`config.mk`:
```
export PLATFORM = sky130hd
export DESIGN_NAME = cosim_commit_log_serializer
export DESIGN_NICKNAME = d
export VERILOG_FILES = /design/src/rtl/cosim_constants_pkg.sv /design/src/rtl/cosim_log_fifo.sv /design/src/rtl/cosim_commit_log_serializer.sv
export SDC_FILE = /design/constraint.sdc
export NUM_CORES = 2
export LEC_CHECK = 0
export BUFFER_PORTS_ARGS = -buffer_cell sky130_fd_sc_hd__clkbuf_2
export CORE_MARGIN = 1.5
export CORE_UTILIZATION = 35
export CTS_CLUSTER_DIAMETER = 50
export DETAILED_ROUTE_END_ITERATION = 16
export PLACE_DENSITY = 0.5
export SKIP_LAST_GASP = 1
export SLEW_MARGIN = 40
export SYNTH_ARGS = -nofsm -noshare
export SYNTH_HDL_FRONTEND = slang
export SYNTH_HIERARCHICAL = 1
export SYNTH_SLANG_ARGS = --single-unit
```
`constraint.sdc`:
```
create_clock -name clk_i -period 15.4 [get_ports clk_i]
set_clock_uncertainty 0.1 [all_clocks]
set_input_delay 0.77 -clock clk_i [delete_from_list [all_inputs] [get_ports clk_i]]
set_output_delay 0.77 -clock clk_i [all_outputs]
set_load 0.01 [all_outputs]
```
`src/rtl/cosim_constants_pkg.sv`:
```
// -----------------------------------------------------------------------------
// cosim_constants_pkg
// Shared constants and types for the co-simulation commit log.
//   DPI_W                         : width of one stream word
//   LOG_REG_WRITE_ITEM_DPI_WORDS  : words per register-write item
//   LOG_MEM_ITEM_DPI_WORDS        : words per memory-read/write item
//   log_kind_e                    : item kind as seen on kind_o
//   log_fsm_e                     : serializer FSM state (exported for debug)
//   reg_item_t / mem_item_t       : packed item layouts, LSB = first word
// -----------------------------------------------------------------------------
package cosim_constants_pkg;

  localparam int DPI_W                        = 32;
  localparam int LOG_REG_WRITE_ITEM_DPI_WORDS = 4;
  localparam int LOG_MEM_ITEM_DPI_WORDS       = 5;

  localparam int REG_ITEM_W = LOG_REG_WRITE_ITEM_DPI_WORDS * DPI_W;
  localparam int MEM_ITEM_W = LOG_MEM_ITEM_DPI_WORDS * DPI_W;

  typedef enum logic [1:0] {
    LOG_REG_WRITE = 2'd0,
    LOG_MEM_READ  = 2'd1,
    LOG_MEM_WRITE = 2'd2
  } log_kind_e;

  typedef enum logic {
    ST_IDLE = 1'b0,
    ST_SEND = 1'b1
  } log_fsm_e;

  // Field order puts key/addr in the low bits so they leave first.
  typedef struct packed {
    logic [63:0] data;
    logic [63:0] key;
  } reg_item_t;

  typedef struct packed {
    logic [7:0]  size;
    logic [63:0] data;
    logic [63:0] addr;
  } mem_item_t;

  // Number of stream words an item of the given kind occupies.
  function automatic logic [2:0] item_words(input log_kind_e kind);
    logic [2:0] n;
    n = 3'(LOG_MEM_ITEM_DPI_WORDS);
    if (kind == LOG_REG_WRITE) n = 3'(LOG_REG_WRITE_ITEM_DPI_WORDS);
    return n;
  endfunction

  // Word idx of a register-write item, zero-padded past the struct.
  function automatic logic [DPI_W-1:0] reg_item_word(input reg_item_t item,
                                                     input logic [2:0] idx);
    logic [REG_ITEM_W-1:0] flat;
    logic [DPI_W-1:0]      w;
    flat = REG_ITEM_W'(item);
    w    = '0;
    for (int i = 0; i < LOG_REG_WRITE_ITEM_DPI_WORDS; i++) begin
      if (idx == 3'(i)) w = flat[i*DPI_W +: DPI_W];
    end
    return w;
  endfunction

  // Word idx of a memory item; the size byte lands in the last word.
  function automatic logic [DPI_W-1:0] mem_item_word(input mem_item_t item,
                                                     input logic [2:0] idx);
    logic [MEM_ITEM_W-1:0] flat;
    logic [DPI_W-1:0]      w;
    flat = MEM_ITEM_W'(item);
    w    = '0;
    for (int i = 0; i < LOG_MEM_ITEM_DPI_WORDS; i++) begin
      if (idx == 3'(i)) w = flat[i*DPI_W +: DPI_W];
    end
    return w;
  endfunction

endpackage

```
`src/rtl/cosim_log_fifo.sv`:
```
// -----------------------------------------------------------------------------
// cosim_log_fifo
// Synchronous FIFO with first-word-fall-through read port.
//   clk_i, rst_i : clock, synchronous active-high reset (empties the FIFO)
//   push_i/data_i: write request; accepted when not full, or when full and
//                  popping in the same cycle
//   pop_i        : remove head (ignored when empty)
//   data_o       : current head (valid while empty_o is low)
//   full_o/empty_o
// -----------------------------------------------------------------------------
module cosim_log_fifo #(
  parameter int WIDTH = 8,
  parameter int DEPTH = 8
) (
  input  logic             clk_i,
  input  logic             rst_i,
  input  logic             push_i,
  input  logic [WIDTH-1:0] data_i,
  input  logic             pop_i,
  output logic [WIDTH-1:0] data_o,
  output logic             full_o,
  output logic             empty_o
);

  localparam int AW = $clog2(DEPTH);

  logic [WIDTH-1:0] r_mem [DEPTH];
  logic [AW-1:0]    r_wr_ptr;
  logic [AW-1:0]    r_rd_ptr;
  logic [AW:0]      r_count;

  logic w_do_pop;
  logic w_do_push;

  assign empty_o   = (r_count == '0);
  assign full_o    = (r_count == (AW+1)'(DEPTH));
  assign w_do_pop  = pop_i && !empty_o;
  // A full FIFO that is popping this cycle frees a slot in time for the push.
  assign w_do_push = push_i && (!full_o || w_do_pop);
  assign data_o    = r_mem[r_rd_ptr];

  always_ff @(posedge clk_i) begin
    if (w_do_push) r_mem[r_wr_ptr] <= data_i;
  end

  always_ff @(posedge clk_i) begin
    if (rst_i) begin
      r_wr_ptr <= '0;
      r_rd_ptr <= '0;
      r_count  <= '0;
    end else begin
      if (w_do_push) r_wr_ptr <= r_wr_ptr + AW'(1);
      if (w_do_pop)  r_rd_ptr <= r_rd_ptr + AW'(1);
      case ({w_do_push, w_do_pop})
        2'b10:   r_count <= r_count + (AW+1)'(1);
        2'b01:   r_count <= r_count - (AW+1)'(1);
        default: r_count <= r_count;
      endcase
    end
  end

endmodule

```
`src/rtl/cosim_commit_log_serializer.sv`:
```
// -----------------------------------------------------------------------------
// cosim_commit_log_serializer
// Buffers register-write / memory-read / memory-write retire events in three
// FIFOs and emits them one item at a time as a stream of DPI_W-bit words.
//   clk_i, rst_i              : clock, synchronous active-high reset
//   rw_* / mr_* / mw_*        : event capture inputs, one FIFO per kind
//   word_valid_o/word_ready_i : output stream handshake
//   word_o, kind_o, last_o    : current word, its item kind, last-word flag
//   hart_o                    : constant HART_ID
//   overflow_o                : sticky per-kind drop flag (bit = kind)
//   *_count_o                 : items fully emitted per kind (wrap at 2^32)
//   dbg_state_o               : FSM state, for observation only
//
// Stream handshake: a word transfers on every rising edge where word_valid_o
// and word_ready_i are both high. Once word_valid_o is high, word_o, kind_o
// and last_o hold until that transfer; word_valid_o never depends on
// word_ready_i.
// -----------------------------------------------------------------------------
module cosim_commit_log_serializer
  import cosim_constants_pkg::*;
#(
  parameter int DEPTH   = 8,
  parameter int HART_ID = 0
) (
  input  logic             clk_i,
  input  logic             rst_i,
  input  logic             rw_valid_i,
  input  logic [63:0]      rw_key_i,
  input  logic [63:0]      rw_data_i,
  input  logic             mr_valid_i,
  input  logic             mw_valid_i,
  input  logic [63:0]      mr_addr_i,
  input  logic [63:0]      mw_addr_i,
  input  logic [63:0]      mr_data_i,
  input  logic [63:0]      mw_data_i,
  input  logic [7:0]       mr_size_i,
  input  logic [7:0]       mw_size_i,
  output logic             word_valid_o,
  input  logic             word_ready_i,
  output logic [DPI_W-1:0] word_o,
  output logic [1:0]       kind_o,
  output logic             last_o,
  output logic [31:0]      hart_o,
  output logic [2:0]       overflow_o,
  output logic [31:0]      rw_count_o,
  output logic [31:0]      mr_count_o,
  output logic [31:0]      mw_count_o,
  output log_fsm_e         dbg_state_o
);

  // ---------------------------------------------------------------------------
  // Per-kind FIFOs
  // ---------------------------------------------------------------------------
  reg_item_t w_rw_in, w_rw_head;
  mem_item_t w_mr_in, w_mr_head;
  mem_item_t w_mw_in, w_mw_head;
  logic      w_rw_full, w_rw_empty, w_rw_pop;
  logic      w_mr_full, w_mr_empty, w_mr_pop;
  logic      w_mw_full, w_mw_empty, w_mw_pop;

  assign w_rw_in = '{data: rw_data_i, key: rw_key_i};
  assign w_mr_in = '{size: mr_size_i, data: mr_data_i, addr: mr_addr_i};
  assign w_mw_in = '{size: mw_size_i, data: mw_data_i, addr: mw_addr_i};

  cosim_log_fifo #(.WIDTH($bits(reg_item_t)), .DEPTH(DEPTH)) u_rw_fifo (
    .clk_i  (clk_i),
    .rst_i  (rst_i),
    .push_i (rw_valid_i),
    .data_i (w_rw_in),
    .pop_i  (w_rw_pop),
    .data_o (w_rw_head),
    .full_o (w_rw_full),
    .empty_o(w_rw_empty)
  );

  cosim_log_fifo #(.WIDTH($bits(mem_item_t)), .DEPTH(DEPTH)) u_mr_fifo (
    .clk_i  (clk_i),
    .rst_i  (rst_i),
    .push_i (mr_valid_i),
    .data_i (w_mr_in),
    .pop_i  (w_mr_pop),
    .data_o (w_mr_head),
    .full_o (w_mr_full),
    .empty_o(w_mr_empty)
  );

  cosim_log_fifo #(.WIDTH($bits(mem_item_t)), .DEPTH(DEPTH)) u_mw_fifo (
    .clk_i  (clk_i),
    .rst_i  (rst_i),
    .push_i (mw_valid_i),
    .data_i (w_mw_in),
    .pop_i  (w_mw_pop),
    .data_o (w_mw_head),
    .full_o (w_mw_full),
    .empty_o(w_mw_empty)
  );

  // ---------------------------------------------------------------------------
  // Arbiter / word selection
  // ---------------------------------------------------------------------------
  log_fsm_e   r_state;
  log_kind_e  r_kind;
  logic [2:0] r_idx;

  logic       w_hs;
  logic       w_item_done;
  logic       w_any_pending;
  logic [2:0] w_drop;
  log_kind_e  w_sel_kind;
  logic [2:0] w_sel_idx;
  logic [2:0] w_item_words;
  logic [DPI_W-1:0] w_sel_word;

  assign w_hs          = word_valid_o && word_ready_i;
  assign w_item_done   = (r_state == ST_SEND) && w_hs && last_o;
  assign w_any_pending = !(w_rw_empty && w_mr_empty && w_mw_empty);

  // The head is popped in the final-handshake cycle so the FIFO and counter
  // both update on the same edge.
  assign w_rw_pop = w_item_done && (r_kind == LOG_REG_WRITE);
  assign w_mr_pop = w_item_done && (r_kind == LOG_MEM_READ);
  assign w_mw_pop = w_item_done && (r_kind == LOG_MEM_WRITE);

  // Mirrors the FIFO accept rule: full and not popping means dropped.
  assign w_drop[0] = rw_valid_i && w_rw_full && !w_rw_pop;
  assign w_drop[1] = mr_valid_i && w_mr_full && !w_mr_pop;
  assign w_drop[2] = mw_valid_i && w_mw_full && !w_mw_pop;

  // In IDLE this picks the next item's first word; in SEND it prepares the
  // word that follows the one currently presented.
  always_comb begin
    w_sel_kind = r_kind;
    w_sel_idx  = r_idx + 3'd1;
    if (r_state == ST_IDLE) begin
      w_sel_idx = 3'd0;
      if (!w_rw_empty)      w_sel_kind = LOG_REG_WRITE;
      else if (!w_mr_empty) w_sel_kind = LOG_MEM_READ;
      else                  w_sel_kind = LOG_MEM_WRITE;
    end
    w_item_words = item_words(w_sel_kind);
    w_sel_word   = '0;
    case (w_sel_kind)
      LOG_REG_WRITE: w_sel_word = reg_item_word(w_rw_head, w_sel_idx);
      LOG_MEM_READ:  w_sel_word = mem_item_word(w_mr_head, w_sel_idx);
      LOG_MEM_WRITE: w_sel_word = mem_item_word(w_mw_head, w_sel_idx);
      default:       w_sel_word = '0;
    endcase
  end

  // ---------------------------------------------------------------------------
  // FSM with registered stream outputs, counters and sticky flags
  // ---------------------------------------------------------------------------
  always_ff @(posedge clk_i) begin
    if (rst_i) begin
      r_state      <= ST_IDLE;
      r_kind       <= LOG_REG_WRITE;
      r_idx        <= 3'd0;
      word_valid_o <= 1'b0;
      word_o       <= '0;
      kind_o       <= 2'd0;
      last_o       <= 1'b0;
      overflow_o   <= 3'b000;
      rw_count_o   <= 32'd0;
      mr_count_o   <= 32'd0;
      mw_count_o   <= 32'd0;
    end else begin
      overflow_o <= overflow_o | w_drop;
      case (r_state)
        ST_IDLE: begin
          if (w_any_pending) begin
            r_state      <= ST_SEND;
            r_kind       <= w_sel_kind;
            r_idx        <= 3'd0;
            word_valid_o <= 1'b1;
            word_o       <= w_sel_word;
            kind_o       <= w_sel_kind;
            last_o       <= (w_item_words == 3'd1);
          end
        end
        ST_SEND: begin
          if (w_hs) begin
            if (last_o) begin
              r_state      <= ST_IDLE;
              word_valid_o <= 1'b0;
              word_o       <= '0;
              kind_o       <= 2'd0;
              last_o       <= 1'b0;
              case (r_kind)
                LOG_REG_WRITE: rw_count_o <= rw_count_o + 32'd1;
                LOG_MEM_READ:  mr_count_o <= mr_count_o + 32'd1;
                LOG_MEM_WRITE: mw_count_o <= mw_count_o + 32'd1;
                default:       ;
              endcase
            end else begin
              r_idx  <= w_sel_idx;
              word_o <= w_sel_word;
              last_o <= (w_sel_idx == w_item_words - 3'd1);
            end
          end
        end
        default: r_state <= ST_IDLE;
      endcase
    end
  end

  assign hart_o      = 32'(HART_ID);
  assign dbg_state_o = r_state;

endmodule

```
# After elaboration in Yosys (flattened, before gate mapping)
# Memories as Yosys holds them, arrays and structs flattened. A register that Yosys moved wholly into a read port is not among the register bits.
# Cells that the tools add are included.
# word_totals
regBits	171
ram_bits	3200
n_memories	3
input_bits	406
elab_cells	173
# classes
mux	59
eq_ne	23
addsub	17
n_reduce_logical	48
bitwise_logic	3
# mem_list
memory	depth	width	rd	rd_clocked_by_memory_dff	write_ports	line	text
u_mr_fifo.r_mem	8	136	1	1	1	cosim_log_fifo.sv:27	logic [WIDTH-1:0] r_mem [DEPTH];
u_mw_fifo.r_mem	8	136	1	1	1	cosim_log_fifo.sv:27	
u_rw_fifo.r_mem	8	128	1	1	1	cosim_log_fifo.sv:27	
# op_table
cell	count
2-to-1 mux 32 bit	17
adder 32 x 1 -> 32 bit, second input constant	3
case mux 32 bit (3 select lines)	1
case mux 32 bit (2 select lines)	1
2-to-1 mux 3 bit	10
case mux 4 bit (2 select lines)	3
adder 3 x 1 -> 3 bit, second input constant	7
logical AND 1 bit	20
2-to-1 mux 1 bit	16
adder 4 x 1 -> 4 bit, second input constant	3
== test 4 bit, second input constant	3
zero test 4 bit	3
2-to-1 mux 2 bit	6
AND reduction 4 bit	3
subtractor 4 x 1 -> 4 bit, second input constant	3
== test 2 x 1 -> 1 bit, second input constant	5
== test 2 bit, second input constant	5
zero test 1 bit	9
== test 3 x 1 -> 1 bit, second input constant	2
== test 3 x 2 -> 1 bit, second input constant	2
inequality test 2 bit, second input constant	3
case mux 1 bit (2 select lines)	3
case mux 3 bit (2 select lines)	1
AND reduction 3 bit	2
other kinds (12)	19

# Longest topological paths before layout
# logic_depth
word_depth	12
mapped_depth	13
depth_no_buf	11

# Hierarchy
# The synthesis kept the hierarchy.
# modules_own_cells
mod	cells_per_inst	instances	area_each_um2
cosim_log_fifo at u_mr_fifo ...	1654	2	41446.0
cosim_log_fifo at u_rw_fifo	1562	1	39633.0
cosim_commit_log_serializer	1273	1	9867.0

# Worst setup path before layout
# OpenSTA, ideal clock, no wires.
# synth_timing
path_type	register to register
start	register r_state, in the netlist dbg_state_o
end	memory u_mr_fifo/r_mem[0][0] (netlist bit), enable pin
stages_incl_launch_ff	9
arrival_time_ns	14.651
setup_time_ns	0.964
period_less_slack_ns	15.715
setup_slack_ns	-0.315
path_cell_list	dfxtp_1 -> buf_4 -> buf_2 -> buf_2 -> nand3_1 -> nor2_1 -> nand2b_1 -> o21ai_2 -> nor4_1
# synth_via
elab_chain_len	8
# synth_rtl
element	line	text
start: declaration	cosim_commit_log_serializer.sv:101	log_fsm_e r_state;
start signal: assignment	cosim_commit_log_serializer.sv:155	r_state <= ST_IDLE;
start signal: assignment	cosim_commit_log_serializer.sv:171	r_state <= ST_SEND;
start signal: assignment	cosim_commit_log_serializer.sv:183	r_state <= ST_IDLE;
logical AND 1 bit (2 in a row)	cosim_commit_log_serializer.sv:115	assign w_item_done = (r_state == ST_SEND) && w_hs && last_o;
logical AND 1 bit	cosim_commit_log_serializer.sv:121	assign w_mr_pop = w_item_done && (r_kind == LOG_MEM_READ);
via w_mr_pop	cosim_commit_log_serializer.sv:58	logic w_mr_full, w_mr_empty, w_mr_pop;
logical AND 1 bit	cosim_log_fifo.sv:37	assign w_do_pop = pop_i && !empty_o;
logical OR 1 bit	cosim_log_fifo.sv:39	assign w_do_push = push_i && (!full_o || w_do_pop);
logical AND 1 bit	cosim_log_fifo.sv:39	
2-to-1 mux 1 bit	cosim_log_fifo.sv:43	if (w_do_push) r_mem[r_wr_ptr] <= data_i;
2-to-1 mux 1 bit (not written as such)	cosim_log_fifo.sv:43	
end: declaration	cosim_log_fifo.sv:27	
# The timed path passes the listed nets, and every way through them passes these cells.

# Final worst setup path
# layout_timing
start	register last_o
end	memory u_rw_fifo/r_mem[0][81] (netlist bit), enable pin
# layout_via
elab_chain_len	7
# layout_rtl
element	line	text
start: declaration	cosim_commit_log_serializer.sv:42	output logic last_o,
start signal: assignment	cosim_commit_log_serializer.sv:177	last_o <= (w_item_words == 3'd1);
start signal: assignment	cosim_commit_log_serializer.sv:197	last_o <= (w_sel_idx == w_item_words - 3'd1);
logical AND 1 bit	cosim_commit_log_serializer.sv:115	
logical AND 1 bit	cosim_commit_log_serializer.sv:120	assign w_rw_pop = w_item_done && (r_kind == LOG_REG_WRITE);
via w_rw_pop	cosim_commit_log_serializer.sv:57	logic w_rw_full, w_rw_empty, w_rw_pop;
logical AND 1 bit	cosim_log_fifo.sv:37	
logical OR 1 bit	cosim_log_fifo.sv:39	
logical AND 1 bit	cosim_log_fifo.sv:39	
2-to-1 mux 1 bit	cosim_log_fifo.sv:43	
2-to-1 mux 1 bit (not written as such)	cosim_log_fifo.sv:43	
end: declaration	cosim_log_fifo.sv:27	
# The timed path passes the listed nets, and every way through them passes these cells.

==> impl_results.md <==
* Clock Sinks at approximately 3,400
* Avg Synthesized Cell Area at roughly 22 sq um
* Critical path buffers and inverters at 6
* Max Clk Rate at 0.210 GHz
* Distinct cell type count of the synthesized netlist at 73
* Final Setup Violations at 0
* Number of CTS-inserted buffers at between 400 and 500
* Congestion Overflow GR at 0
* Max-capacitance violation count at 0
* Total power after layout at 21.5 mW
* Initial antenna violation count at 172
* Global-route wire length before repair at 531,000 microns
* Top-count cell post-synth: sky130_fd_sc_hd__edfxtp_1
* Kind of end point of the critical path: flip-flop
* Largest cells by area after synthesis: sky130_fd_sc_hd__edfxtp_1 73%, sky130_fd_sc_hd__mux4_2 13%, sky130_fd_sc_hd__mux2_2 3.5%
* H-tree depth at 5
* Site Rows at roughly 230
* Number of buffers added on ports at around 540
* Run status: finished clean
* Class of the most critical hold timing path: input pin to flip-flop
* Resize count post-CTS at 0
* Die ar. at around 380,000 sq um
* I/O pin cnt at between 500 and 600
* Die boundary width at 618 microns
* Number of warnings reported in the yosys synthesis log at 6
* Source-to-sink clock delay at the later pin of the worst-skew pair at about 960 ps
* Initial drt markers at 5,545
* Synth Instances at just over 6,000
* Least-Margin Pin Slew at 920 ps
* Post-synthesis register bit count at approximately 3,400
* Hold path start: mw_addr_i[5]
* Largest delay share family, worst path: buffers and inverters
* Cell at the root of the clock tree: sky130_fd_sc_hd__clkbuf_16
* Via count of the first global-routing pass at ~69,000
* Worst Setup Start Kind: flip-flop
* Floorplan core area at 376,000 sq um
* Filler cells at 32,900
* Count of vias placed by the detailed router at between 60,000 and 70,000
* CTS tree: done
* Synthesis-to-layout area growth at 20.4%
* Clock transition at the registers of the reported paths at approximately 60 ps
* Die height at around 600 microns
* Fraction of final layout cells sized beyond drive strength 1 at 0.334
* Worst Setup Path Type: flip-flop to flip-flop
* Ratio of routed vias to standard cells at approximately 5.3
* Setup repair after global routing missed its margin: no
* Final-report max-slew violation count at 0
* Estimated wirelength of the detail-placed design at about 230,000 microns
* Synth cell count leaders: 3,200 x sky130_fd_sc_hd__edfxtp_1, 735 x sky130_fd_sc_hd__mux4_2, 408 x sky130_fd_sc_hd__mux2_2, 180 x sky130_fd_sc_hd__dfxtp_1, 172 x sky130_fd_sc_hd__clkbuf_1
* Leak pwr at approximately 50 nW
* Data arrival time at the worst-slack endpoint at 5260 ps
* Total negative slack for setup checks at 0 ps
* Number of nets in the final layout at about 7,700
* R2r startpoint: last_o$_SDFFE_PP0P_
* Top-area cell type share of the netlist area at 0.726
* Portion of the post-synthesis area used by sequential elements at 0.753
* Total global routing track utilization at 0.194
* Total wire length after detailed routing at between 300,000 and 400,000 microns
* Longest individual stage delay on the worst path at roughly 620 ps
* Peak VDD IR at 0.102 mV
* Post-layout min period at about 4800 ps
* Required arrival time at the worst endpoint at 15,900 ps
* Cell area after synthesis at 132,000 sq um
* Crit Path Max Fanout at about 50
* Post-CTS repair timing setup buffer count at 0
* Post-DRT Antenna Nets at 0
* PD cells at approximately 130 nW/um^2
* Pin count of the biggest net entering global routing at 110
* Tightest slew margin relative to the limit at 0.384
* First-pass detailed-route iteration total at 7
* Detail-routed net length per standard cell at roughly 30 microns
* Share of the clock period used by the worst path at 0.309
* Final Hold Vio Count at 0
* Fraction of synthesis flops using an asynchronous set or reset pin at 0
* Top_reg_cell synth: sky130_fd_sc_hd__edfxtp_1
* Starting utilization of the core area at 0.352
* Dominant cell type by area after synthesis: sky130_fd_sc_hd__edfxtp_1
* Max Root-Sink Buffers at 4
* Startpoint of the most critical setup path: last_o$_SDFFE_PP0P_
* Critical path's most frequent cell: sky130_fd_sc_hd__buf_4
* Critical Path, Cell by Cell: nor2b_1 > nand2_1 > inv_1 > buf_4 > nand2b_1 > o21ai_2 > nor4_4 > buf_6 > buf_4 > buf_4 > buf_12
* Cell at the slowest stage of the critical path: sky130_fd_sc_hd__dfxtp_1
* Number of DRC violations after detailed routing at 0
* RePlAce Congestion at between 0.7 and 0.8
* Count of flip-flops with a built-in enable after synthesis at roughly 3,200
-- final cells by class --
cell class	instances	area, sq um	area share
diodes	45	113	0.000707
clock inverters	267	3080	0.0193
multi-input cells	2387	30800	0.193
clock buffers	493	10800	0.0678
well taps	4994	6250	0.0392
inverters	24	90.1	0.000565
flip-flops and latches	3380	99700	0.626
repair buffers	1096	8460	0.0531
-- routing by layer --
| layer | track usage | part of all wire | vias up |
|---|---|---|---|
| met2 | 0.331 | 0.50 | 2133 |
| met3 | 0.0302 | 0.054 | 734 |
| met4 | 0.0618 | 0.036 | 48 |
| li1 | - | - | 28300 |
| met5 | 0 | 0.00076 | - |
| met1 | 0.256 | 0.41 | 35800 |
-- final timing paths --
path	endpoint	cells after the start	slack, ps
max	u_rw_fifo/r_mem[0][81]$_DFFE_PP_	11	10640
min	u_mw_fifo/r_mem[3][5]$_DFFE_PP_	1	120
max reg2reg	u_rw_fifo/r_mem[0][81]$_DFFE_PP_	11	10640
min reg2reg	overflow_o[2]$_SDFF_PP0_	2	370
-- registers in the layout, indices dropped and copies added, names as in the netlist, 4 cells and up, named ones only --
register and count:
mw_count_o 32, u_mw_fifo/r_count 4, u_rw_fifo/r_mem 1024, u_rw_fifo/r_count 4, u_mr_fifo/r_count 4, word_o 32, u_mw_fifo/r_mem 1088, mr_count_o 32
rw_count_o 32, u_mr_fifo/r_mem 1088
-- cell usage in the layout, fill, tap and decap left out, drive strengths merged, types with 32 or more instances in the layout --
cell type / instances
a221o: 40
nand2: 79
xnor2: 57
nand3: 93
buf: 157
mux2: 408
a31oi: 56
dfxtp: 180
clkbuf: 1033
dlygate4sd3: 399
diode: 45
mux4: 800
conb: 32
o21ai: 80
mux2i: 50
nor4: 34
clkinv: 161
a221oi: 33
edfxtp: 3200
xor2: 41
a21oi: 44
inv: 49
nor2: 164
nor3: 79
bufinv: 56
-- metrics by stage --
step	setup WS (ps)	hold WS [ps]	util	std cells	cell area (sq um)
global placement	9770	360	0.374	11500	141000
global route	10350	80.3	0.423	12700	159000
floorplan	757	370	-	6174	133000
detailed placement	9890	369	0.375	11500	141000
CTS	10210	46.3	0.423	12600	159000
finish	10640	121	0.424	12700	159000
-- power by group --
group | switching, mW | internal (mW)
clock network | 3.84 | 5.96
registers | 0.116 | 10.3
logic | 0.824 | 0.407
total | 4.78 | 16.7
-- worst register-to-register path, delay by kind of cell, from the launching register on --
kind / cells / cell delay, ps
AO/OA/AOI/OAI: 1 / 170
AND/OR/NAND/NOR: 4 / 1170
flip-flops: 1 / 620
buffers and inverters: 6 / 2330
-- kinds of logic (layout without fill, tap and decap cells) --
group,after synthesis,in the layout,synth area share
other,1,77,0.0000283
adders and majority gates,19,19,0.00197
DFF,3380,3380,0.753
buffers and inverters,407,1880,0.0179
AOI/OAI and AO/OA,389,389,0.0211
xor gates and xnor gates,98,98,0.00648
muxes,1258,1258,0.176
and+or+nand+nor,591,591,0.0231
-- timing repair --
action                                 4_1_cts  5_1_grt
endpoints found under the hold margin     3188        0
hold buffers                               399        0
setup endpoints to repair                    0        0
Note: power is estimated with default switching activity, not from simulation.
